==> src/rtl/sequenciador_ciclo_if.sv <==
// Memory request bus between the instruction sequencer and the memory.
// Handshake: mem_req and its qualifiers (mem_we, mem_addr, mem_wsrc) stay stable until a cycle with mem_ack=1 completes the request.
interface sequenciador_ciclo_if;
  logic       mem_req;
  logic       mem_we;
  logic [3:0] mem_addr;
  logic [1:0] mem_wsrc;
  logic [7:0] mem_rdata;
  logic       mem_ack;

  modport master (
    output mem_req, mem_we, mem_addr, mem_wsrc,
    input  mem_rdata, mem_ack
  );

  modport slave (
    input  mem_req, mem_we, mem_addr, mem_wsrc,
    output mem_rdata, mem_ack
  );
endinterface

==> src/rtl/sequenciador_ciclo.sv <==
// Multi-cycle instruction sequencer: fetch, decode, optional memory access, retire.
// All outputs are registered; only the LDA/LDB load strobes are gated by mem_ack so they land in the ack cycle.
module sequenciador_ciclo (
  input  logic                       clk,
  input  logic                       rst_n,
  input  logic                       run,
  input  logic                       a_zero,
  sequenciador_ciclo_if.master       bus,
  output logic [1:0]                 alu_op,
  output logic                       a_we,
  output logic                       b_we,
  output logic [1:0]                 a_src,
  output logic [3:0]                 pc,
  output logic [7:0]                 ir,
  output logic                       busy,
  output logic                       instr_done,
  output logic [2:0]                 state_dbg
);

  typedef enum logic [2:0] {
    IDLE   = 3'd0,
    FETCH  = 3'd1,
    DECODE = 3'd2,
    MEM    = 3'd3,
    DONE   = 3'd4
  } state_t;

  localparam logic [3:0] OP_ADD = 4'd0;
  localparam logic [3:0] OP_SUB = 4'd1;
  localparam logic [3:0] OP_LDA = 4'd2;
  localparam logic [3:0] OP_STA = 4'd3;
  localparam logic [3:0] OP_LDB = 4'd4;
  localparam logic [3:0] OP_STB = 4'd5;
  localparam logic [3:0] OP_LDC = 4'd6;
  localparam logic [3:0] OP_JMP = 4'd7;

  state_t     state;
  logic       a_we_q;
  logic       ld_a;
  logic       ld_b;
  logic [3:0] op;
  logic [1:0] wsrc_dec;
  logic       we_dec;

  assign op        = ir[7:4];
  assign state_dbg = state;

  always_comb begin
    wsrc_dec = 2'b00;
    we_dec   = 1'b1;
    case (op)
      OP_ADD, OP_SUB: wsrc_dec = 2'b10;
      OP_STB:         wsrc_dec = 2'b01;
      OP_LDA, OP_LDB: we_dec   = 1'b0;
      default:        wsrc_dec = 2'b00;
    endcase
  end

  // Loads write their register in the very cycle the memory acks.
  assign a_we = a_we_q | (ld_a & bus.mem_ack);
  assign b_we = ld_b & bus.mem_ack;

  always_ff @(posedge clk or negedge rst_n) begin
    if (!rst_n) begin
      state        <= IDLE;
      pc           <= 4'd0;
      ir           <= 8'd0;
      bus.mem_req  <= 1'b0;
      bus.mem_we   <= 1'b0;
      bus.mem_addr <= 4'd0;
      bus.mem_wsrc <= 2'b00;
      alu_op       <= 2'b00;
      a_we_q       <= 1'b0;
      a_src        <= 2'b00;
      ld_a         <= 1'b0;
      ld_b         <= 1'b0;
      busy         <= 1'b0;
      instr_done   <= 1'b0;
    end else begin
      case (state)
        IDLE: begin
          if (run) begin
            state        <= FETCH;
            busy         <= 1'b1;
            bus.mem_req  <= 1'b1;
            bus.mem_we   <= 1'b0;
            bus.mem_addr <= pc;
          end
        end

        FETCH: begin
          if (bus.mem_ack) begin
            state        <= DECODE;
            ir           <= bus.mem_rdata;
            pc           <= pc + 4'd1;
            bus.mem_req  <= 1'b0;
            bus.mem_addr <= 4'd0;
            // LDC strobes during DECODE, so decode it from the incoming byte.
            if (bus.mem_rdata[7:4] == OP_LDC) begin
              a_we_q <= 1'b1;
              a_src  <= 2'b01;
            end
          end
        end

        DECODE: begin
          a_we_q <= 1'b0;
          a_src  <= 2'b00;
          if (op <= OP_STB) begin
            state        <= MEM;
            bus.mem_req  <= 1'b1;
            bus.mem_addr <= ir[3:0];
            bus.mem_we   <= we_dec;
            bus.mem_wsrc <= wsrc_dec;
            alu_op       <= (op == OP_SUB) ? 2'b01 : 2'b00;
            ld_a         <= (op == OP_LDA);
            ld_b         <= (op == OP_LDB);
          end else begin
            state      <= DONE;
            instr_done <= 1'b1;
            if (op == OP_JMP && a_zero) pc <= ir[3:0];
          end
        end

        MEM: begin
          if (bus.mem_ack) begin
            state        <= DONE;
            bus.mem_req  <= 1'b0;
            bus.mem_we   <= 1'b0;
            bus.mem_addr <= 4'd0;
            bus.mem_wsrc <= 2'b00;
            alu_op       <= 2'b00;
            ld_a         <= 1'b0;
            ld_b         <= 1'b0;
            instr_done   <= 1'b1;
          end
        end

        DONE: begin
          instr_done <= 1'b0;
          if (run) begin
            state        <= FETCH;
            bus.mem_req  <= 1'b1;
            bus.mem_we   <= 1'b0;
            bus.mem_addr <= pc;
          end else begin
            state <= IDLE;
            busy  <= 1'b0;
          end
        end

        default: state <= IDLE;
      endcase
    end
  end

endmodule

==> src/flat_wrapper.sv <==
// flat-port wrapper written by rule: the top's interface ports become plain ports
module sequenciador_ciclo_flat 
  (clk, rst_n, run, a_zero, alu_op, a_we, b_we, a_src, pc, ir, busy, instr_done, state_dbg, bus_mem_req, bus_mem_we, bus_mem_addr, bus_mem_wsrc, bus_mem_rdata, bus_mem_ack);
  sequenciador_ciclo_if bus_i ();
  input  logic clk;
  input  logic rst_n;
  input  logic run;
  input  logic a_zero;
  output logic [1:0] alu_op;
  output logic a_we;
  output logic b_we;
  output logic [1:0] a_src;
  output logic [3:0] pc;
  output logic [7:0] ir;
  output logic busy;
  output logic instr_done;
  output logic [2:0] state_dbg;
  output wire logic [$bits(bus_i.mem_req)-1:0] bus_mem_req;
  output wire logic [$bits(bus_i.mem_we)-1:0] bus_mem_we;
  output wire logic [$bits(bus_i.mem_addr)-1:0] bus_mem_addr;
  output wire logic [$bits(bus_i.mem_wsrc)-1:0] bus_mem_wsrc;
  input wire logic [$bits(bus_i.mem_rdata)-1:0] bus_mem_rdata;
  input wire logic [$bits(bus_i.mem_ack)-1:0] bus_mem_ack;
  assign bus_mem_req = bus_i.mem_req;
  assign bus_mem_we = bus_i.mem_we;
  assign bus_mem_addr = bus_i.mem_addr;
  assign bus_mem_wsrc = bus_i.mem_wsrc;
  assign bus_i.mem_rdata = bus_mem_rdata;
  assign bus_i.mem_ack = bus_mem_ack;
  sequenciador_ciclo u_core (.clk(clk), .rst_n(rst_n), .run(run), .a_zero(a_zero), .bus(bus_i), .alu_op(alu_op), .a_we(a_we), .b_we(b_we), .a_src(a_src), .pc(pc), .ir(ir), .busy(busy), .instr_done(instr_done), .state_dbg(state_dbg));
endmodule
==> config.mk <==
export PLATFORM = sky130hd
export DESIGN_NAME = sequenciador_ciclo_flat
export DESIGN_NICKNAME = d
export VERILOG_FILES = /design/src/rtl/sequenciador_ciclo_if.sv /design/src/rtl/sequenciador_ciclo.sv /design/src/flat_wrapper.sv
export SDC_FILE = /design/constraint.sdc
export NUM_CORES = 1
export LEC_CHECK = 0
export CORE_UTILIZATION = 40
export DETAILED_ROUTE_END_ITERATION = 12
export PLACE_DENSITY = 0.66
export SETUP_SLACK_MARGIN = 0.3
export SLEW_MARGIN = 20
export SYNTH_ARGS = -nofsm -noshare
export SYNTH_HDL_FRONTEND = slang
export SYNTH_SLANG_ARGS = --single-unit
==> constraint.sdc <==
create_clock -name clk -period 4.42 [get_ports clk]
set_input_delay 0.884 -clock clk [delete_from_list [all_inputs] [get_ports clk]]
set_output_delay 0.884 -clock clk [all_outputs]
set_load 0.05 [all_outputs]
==> reports/metrics.yaml, run 1 <==
die:
  die_w_um: 63.4
  fp.coreArea_um2: 3470
  fp.dieH_um: 63.4
  die_area_um2: 4020
  pin_count: 44
  start_util_pct: 43.4
  rows: 21
route:
  postRouteAntennaNets: 0
  post_drt_wl_per_cell_um: 14.4
  first_pass_iters: 4
  vias: 1184
  drt_iter0_drc: 69
  drc_errors: 0
  drt-vias-per-instance: 5.26
  routed_wl_mm: 3.24
sta:
  final.min_clock_period_ns: 3.30
  fin_crit_sh_pct: 74.8
  slew_violations: 0
  setup_violations: 0
  finalClockSkew_ns: 0.00284
  worst_pin_slew_ns: 0.696
  maxSlewHeadroom_pct: 53.6
  fin_tns_setup_ns: 0
  max_clock_freq_mhz: 303
  rsz0062_at_grt: "false"
  hold_viol: 0
setup_path:
  max_stage_delay_ns: 0.79
  worstPathArrival_ns: 2.42
  cpMaxStageDelayCell: "clkdlybuf4s50_1"
  crit_type: "in2out"
  crit_buf_inv: 2
  critPathTopFamily: "buffers and inverters"
  startpoint_type: "input port"
  path_max_fanout: 6
  crit_chain: "clkdlybuf4s50_1 -> and2_1 -> clkdlybuf4s50_1"
  cp_common_cell: "clkdlybuf4s50_1"
  end_kind: "output pin"
  worstPathRequired_ns: 3.54
global_routing:
  grtUsageTotal_pct: 18.2
  grt_pass1_vias: 1168
  grt_max_degree: 30
  antenna_found_initial: 0
  grt_pass1_wl_mm: 5.63
  grt-ovfl-total: 0
yosys:
  syn-instance-count: 141
  synth_edf_count: 0
  avgSynthCellArea_um2: 10.7
  ys_async_sr_fraction_pct: 100
  syn-cell-area_um2: 1510
  ys.flop_type: "dfrtp_1"
  synth-seq-cells: 29
  synth_warnings: 0
  synthDistinctLibCells: 41
  seq_area_frac_synth_pct: 48.2
placed_design:
  dpl.hpwl_mm: 2.31
  io_buffers: 41
  place_area_um2: 1910
  place_congestion: 0.767
final_layout:
  nets: 194
  area_growth_pct: 31.9
  n_antenna_cell: 0
  mostFrequentLayoutCells: "41 x clkdlybuf4s50_1, 29 x dfrtp_1, 11 x nand2_1"
  design_area_um2: 1990
  drive_above_1_share_pct: 14.5
  final_common_cell: "clkdlybuf4s50_1"
cts:
  cts_root_buffer: "clkbuf_8"
  cts_setup_buffers: 0
  ctsLongestPathBuffers: 2
  post_cts_resize_count: 0
  hold_buffers: 0
  cts.sinks: 29
  clkTransAtPathRegs_ns: 0.06
  insertion_delay_ns: 0.28
  cts_max_level: 2
  cts_buffers: 5
  cts_tree: "built"
hold_path:
  min_path_type: "reg2reg"
status:
  status: "complete, no violations"
job:
  cap_viol_max_count: 0
[tightest hold or removal path: stages (launching register included)]
cell	delay, ns
dfrtp_1	0.34
nand2_1	0.05
o41ai_1	0.05
[synth_stat cells, types with 3 or more instances]
library cell | number | area [um^2]
a21oi_1 | 4 | 20.0
buf_2 | 3 | 15.0
buf_4 | 6 | 45.0
dfrtp_1 | 29 | 726
inv_1 | 3 | 11.3
mux2_2 | 10 | 113
mux2i_1 | 4 | 40.0
nand2_1 | 11 | 41.3
nand2b_1 | 4 | 25.0
nand3_1 | 7 | 35.0
nor2_1 | 9 | 33.8
nor2b_1 | 3 | 18.8
nor3_1 | 3 | 15.0
o21ai_0 | 9 | 45.0
o31ai_1 | 4 | 30.0
[kinds of logic (layout without fill, tap and decap cells)]
group	count (synthesis)	in the layout	share of synthesized area (%)
AND/OR/NAND/NOR	45	45	15.1
AO/OA/AOI/OAI	34	34	17.9
flip-flops	29	29	48.2
buffers and inverters	15	52	6.48
multiplexers	14	14	10.1
XOR/XNOR	2	2	1.16
adder cells (fa/ha/maj)	1	1	0.830
other	1	2	0.249
[layer usage]
metal	global-route usage (%)	part of all wire [%]	vias up
li1	-	-	581
met5	0	0	-
met4	5.11	1.0	0
met1	22.4	45	568
met2	30.5	49	30
met3	5.80	4.6	5
[worst paths after layout]
| kind | cells after the start | end | slack, ns | start |
|---|---|---|---|---|
| max | 3 | b_we | 1.12 | bus_mem_ack |
| min | 2 | u_core.alu_op[0] | 0.48 | u_core.alu_op[0] |
| max reg2reg | 4 | u_core.pc[1] | 2.50 | u_core.state_dbg[1] |
| min reg2reg | 2 | u_core.alu_op[0] | 0.48 | u_core.alu_op[0] |
| max in group asynchronous | 2 | u_core.state_dbg[2] | 3.15 | rst_n |
| min in group asynchronous | 2 | u_core.bus.mem_wsrc[1] | 0.99 | rst_n |
[metrics by stage]
| stage | utilization (%) | std cells | setup WS [ns] | hold slack, ns |
|---|---|---|---|---|
| 2_1_floorplan | - | 142 | 2.25 | 0.435 |
| 3_3_place_gp | 55.2 | 219 | 1.12 | 0.450 |
| 3_5_place_dp | 55.2 | 219 | 1.10 | 0.467 |
| 4_1_cts | 57.3 | 225 | 1.10 | 0.482 |
| 5_1_grt | 57.3 | 225 | 1.02 | 0.506 |
| 6_report | 57.3 | 225 | 1.12 | 0.476 |
[sequential cells by signal, summed over array words and instances (netlist names), 2 cells and up]
name,cells
u_core.bus.mem_wsrc,2
u_core.ir,8
u_core.bus.mem_addr,4
u_core.pc,4
u_core.state_dbg,3
[final cells by class]
| class | instances | area [um^2] |
|---|---|---|
| Tap cell | 46 | 57.6 |
| Sequential cell | 29 | 726 |
| Fill cell | 306 | 1480 |
| Clock buffer | 5 | 68.8 |
| Inverter | 3 | 11.3 |
| Clock inverter | 1 | 5.00 |
| Timing Repair Buffer | 43 | 425 |
| Multi-Input combinational cell | 98 | 693 |
Power of run 1 is left out: the tool's default activity adds up to more than one toggle a clock period on the data nets, which glitch-free logic cannot reach.
==> run 2: changes to the inputs <==
==> constraint.sdc (replaced) <==
create_clock -name clk -period 3.32 [get_ports clk]
set_input_delay 0.664 -clock clk [delete_from_list [all_inputs] [get_ports clk]]
set_output_delay 0.664 -clock clk [all_outputs]
set_load 0.05 [all_outputs]
==> reports/metrics.yaml, run 2 (same netlist as run 1, synthesis figures left out) <==
placed_design:
  dp.cells: 221  # +0.91%
  dpl.hpwl_mm: 2.45  # +6.2%
  place_area_um2: 1930  # +0.79%
  io_buffers: 41  # unchanged
  place_congestion: 0.802  # +4.5%
cts:
  cts_root_buffer: "clkbuf_8"
  clkTransAtPathRegs_ns: 0.05  # about the same
  cts_setup_buffers: 0  # unchanged
  insertion_delay_ns: 0.28  # about the same
  cts_tree: "built"
  cts.sinks: 29  # unchanged
  cts_buffers: 5  # unchanged
  post_cts_resize_count: 0  # unchanged
  hold_buffers: 0  # unchanged
  ctsLongestPathBuffers: 2  # unchanged
  cts_max_level: 2  # unchanged
sta:
  maxSlewHeadroom_pct: 55.1  # +1.5 points
  final.min_clock_period_ns: 2.89
  rsz0062_at_grt: "false"
  fin_tns_setup_ns: 0  # unchanged
  timing.hold.ws_ns: 0.483  # +0.00702 ns
  max_clock_freq_mhz: 347
  worst_pin_slew_ns: 0.673  # -0.0229 ns
  fin_crit_sh_pct: 86.9
  slew_violations: 0  # unchanged
  setup_violations: 0  # unchanged
  finalClockSkew_ns: 0.00407  # +0.00123 ns
  hold_viol: 0  # unchanged
final_layout:
  final_common_cell: "clkdlybuf4s50_1"
  largest-register: "u_core.ir"
  fill_cells: 319  # +4.2%
  reg_top3: "u_core.ir x8, u_core.bus.mem_addr x4, u_core.pc x4"
  fin_cells: 228  # +1.3%
  n_antenna_cell: 0  # unchanged
  area_growth_pct: 33.7
  design_area_um2: 2010  # +1.4%
  mostFrequentLayoutCells: "41 x clkdlybuf4s50_1, 29 x dfrtp_1, 11 x nand2_1"
  largest_register_ffs: 8  # unchanged
  nets: 196  # +1.0%
  drive_above_1_share_pct: 15.4  # +0.86 points
setup_path:
  worstPathArrival_ns: 2.22  # -0.20 ns
  crit_type: "in2out"
  startpoint_type: "input port"
  critPathTopFamily: "buffers and inverters"
  worstPathRequired_ns: 2.66  # -0.88 ns
  cp_common_cell: "clkdlybuf4s50_1"
  crit_buf_inv: 2  # unchanged
  end_kind: "output pin"
  max_stage_delay_ns: 0.79  # about the same
  cpMaxStageDelayCell: "clkdlybuf4s50_1"
  r2r_cells: 4  # unchanged
  crit_chain: "clkdlybuf4s50_1 -> and2_1 -> clkdlybuf4s50_1"
  cp_num_cells: 3  # unchanged
  path_max_fanout: 6  # unchanged
global_routing:
  grt_max_degree: 30  # unchanged
  antenna_found_initial: 0  # unchanged
  grtUsageTotal_pct: 18.0  # -0.28 points
  grt_pass1_wl_mm: 5.55  # -1.5%
  grt-ovfl-total: 0  # unchanged
  grt_pass1_vias: 1184  # +1.4%
hold_path:
  hold_depth: 1  # -1
  min_path_type: "reg2reg"
die:
  fp.coreArea_um2: 3470  # unchanged
  pin_count: 44  # unchanged
  start_util_pct: 43.4  # unchanged
  die_area_um2: 4020  # unchanged
  die_w_um: 63.4  # unchanged
  fp.dieH_um: 63.4  # unchanged
  rows: 21  # unchanged
route:
  drt-vias-per-instance: 5.31  # +0.93%
  drc_errors: 0  # unchanged
  first_pass_iters: 4  # unchanged
  routed_wl_mm: 3.34  # +3.2%
  postRouteAntennaNets: 0  # unchanged
  drt_iter0_drc: 79  # +14%
  post_drt_wl_per_cell_um: 14.7  # +1.8%
  vias: 1211  # +2.3%
job:
  cap_viol_max_count: 0  # unchanged
status:
  status: "complete, no violations"
==> run 2: cell count changes in the layout (fill, tap and decap cells not counted), sizes merged <==
cell    before  now
buf          2    4
clkbuf       5    7
clkinv       1    0
==> run 2: through the flow <==
stage / worst slack (ns) / util, %
2_1_floorplan: 1.48 / -
3_3_place_gp: 0.453 / 55.6
3_5_place_dp: 0.428 / 55.6
4_1_cts: 0.424 / 58.1
5_1_grt: 0.389 / 58.1
6_report: 0.435 / 58.1
==> run 2: final timing paths <==
path,from,endpoint,slack (ns)
min in group asynchronous,rst_n,u_core.state_dbg[0],0.77
worst max-delay path,bus_mem_ack,b_we,0.43
worst min-delay path,u_core.instr_done,u_core.instr_done,0.48
worst min register to register,u_core.instr_done,u_core.instr_done,0.48
max in group asynchronous,rst_n,u_core.a_src[0],2.28
worst max register to register,u_core.state_dbg[0],u_core.bus.mem_addr[1],1.46
==> run 2: area by class of cell <==
type / count / area (um^2) / share of cell area, %
inverters: 3 / 11.3 / 0.559
well taps: 46 / 57.6 / 2.86
multi-input cells: 98 / 693 / 34.4
repair buffers: 45 / 440 / 21.9
clock buffers: 7 / 86.3 / 4.29
flip-flops and latches: 29 / 726 / 36.0
==> run 2: routing by layer <==
layer | vias to the layer above | wire length [um] | global-route usage, %
met1 | 591 | 1500 | 22.9
met5 | - | 0 | 0
met3 | 5 | 142 | 4.35
met4 | 0 | 47 | 7.67
met2 | 34 | 1650 | 28.9
li1 | 581 | - | -
Power of run 2 is left out for the same reason.
==> run 3: changes to the inputs <==
--- a/config.mk
+++ b/config.mk
@@ -7,8 +7,8 @@
 export LEC_CHECK = 0
 export CORE_UTILIZATION = 40
 export DETAILED_ROUTE_END_ITERATION = 12
+export GPL_ROUTABILITY_DRIVEN = 0
 export PLACE_DENSITY = 0.66
-export SETUP_SLACK_MARGIN = 0.3
 export SLEW_MARGIN = 20
 export SYNTH_ARGS = -nofsm -noshare
 export SYNTH_HDL_FRONTEND = slang
==> results of run 3 <==
The final DEF is identical to that of run 2; final timing and power are the same.
Power of run 3 is left out for the same reason.
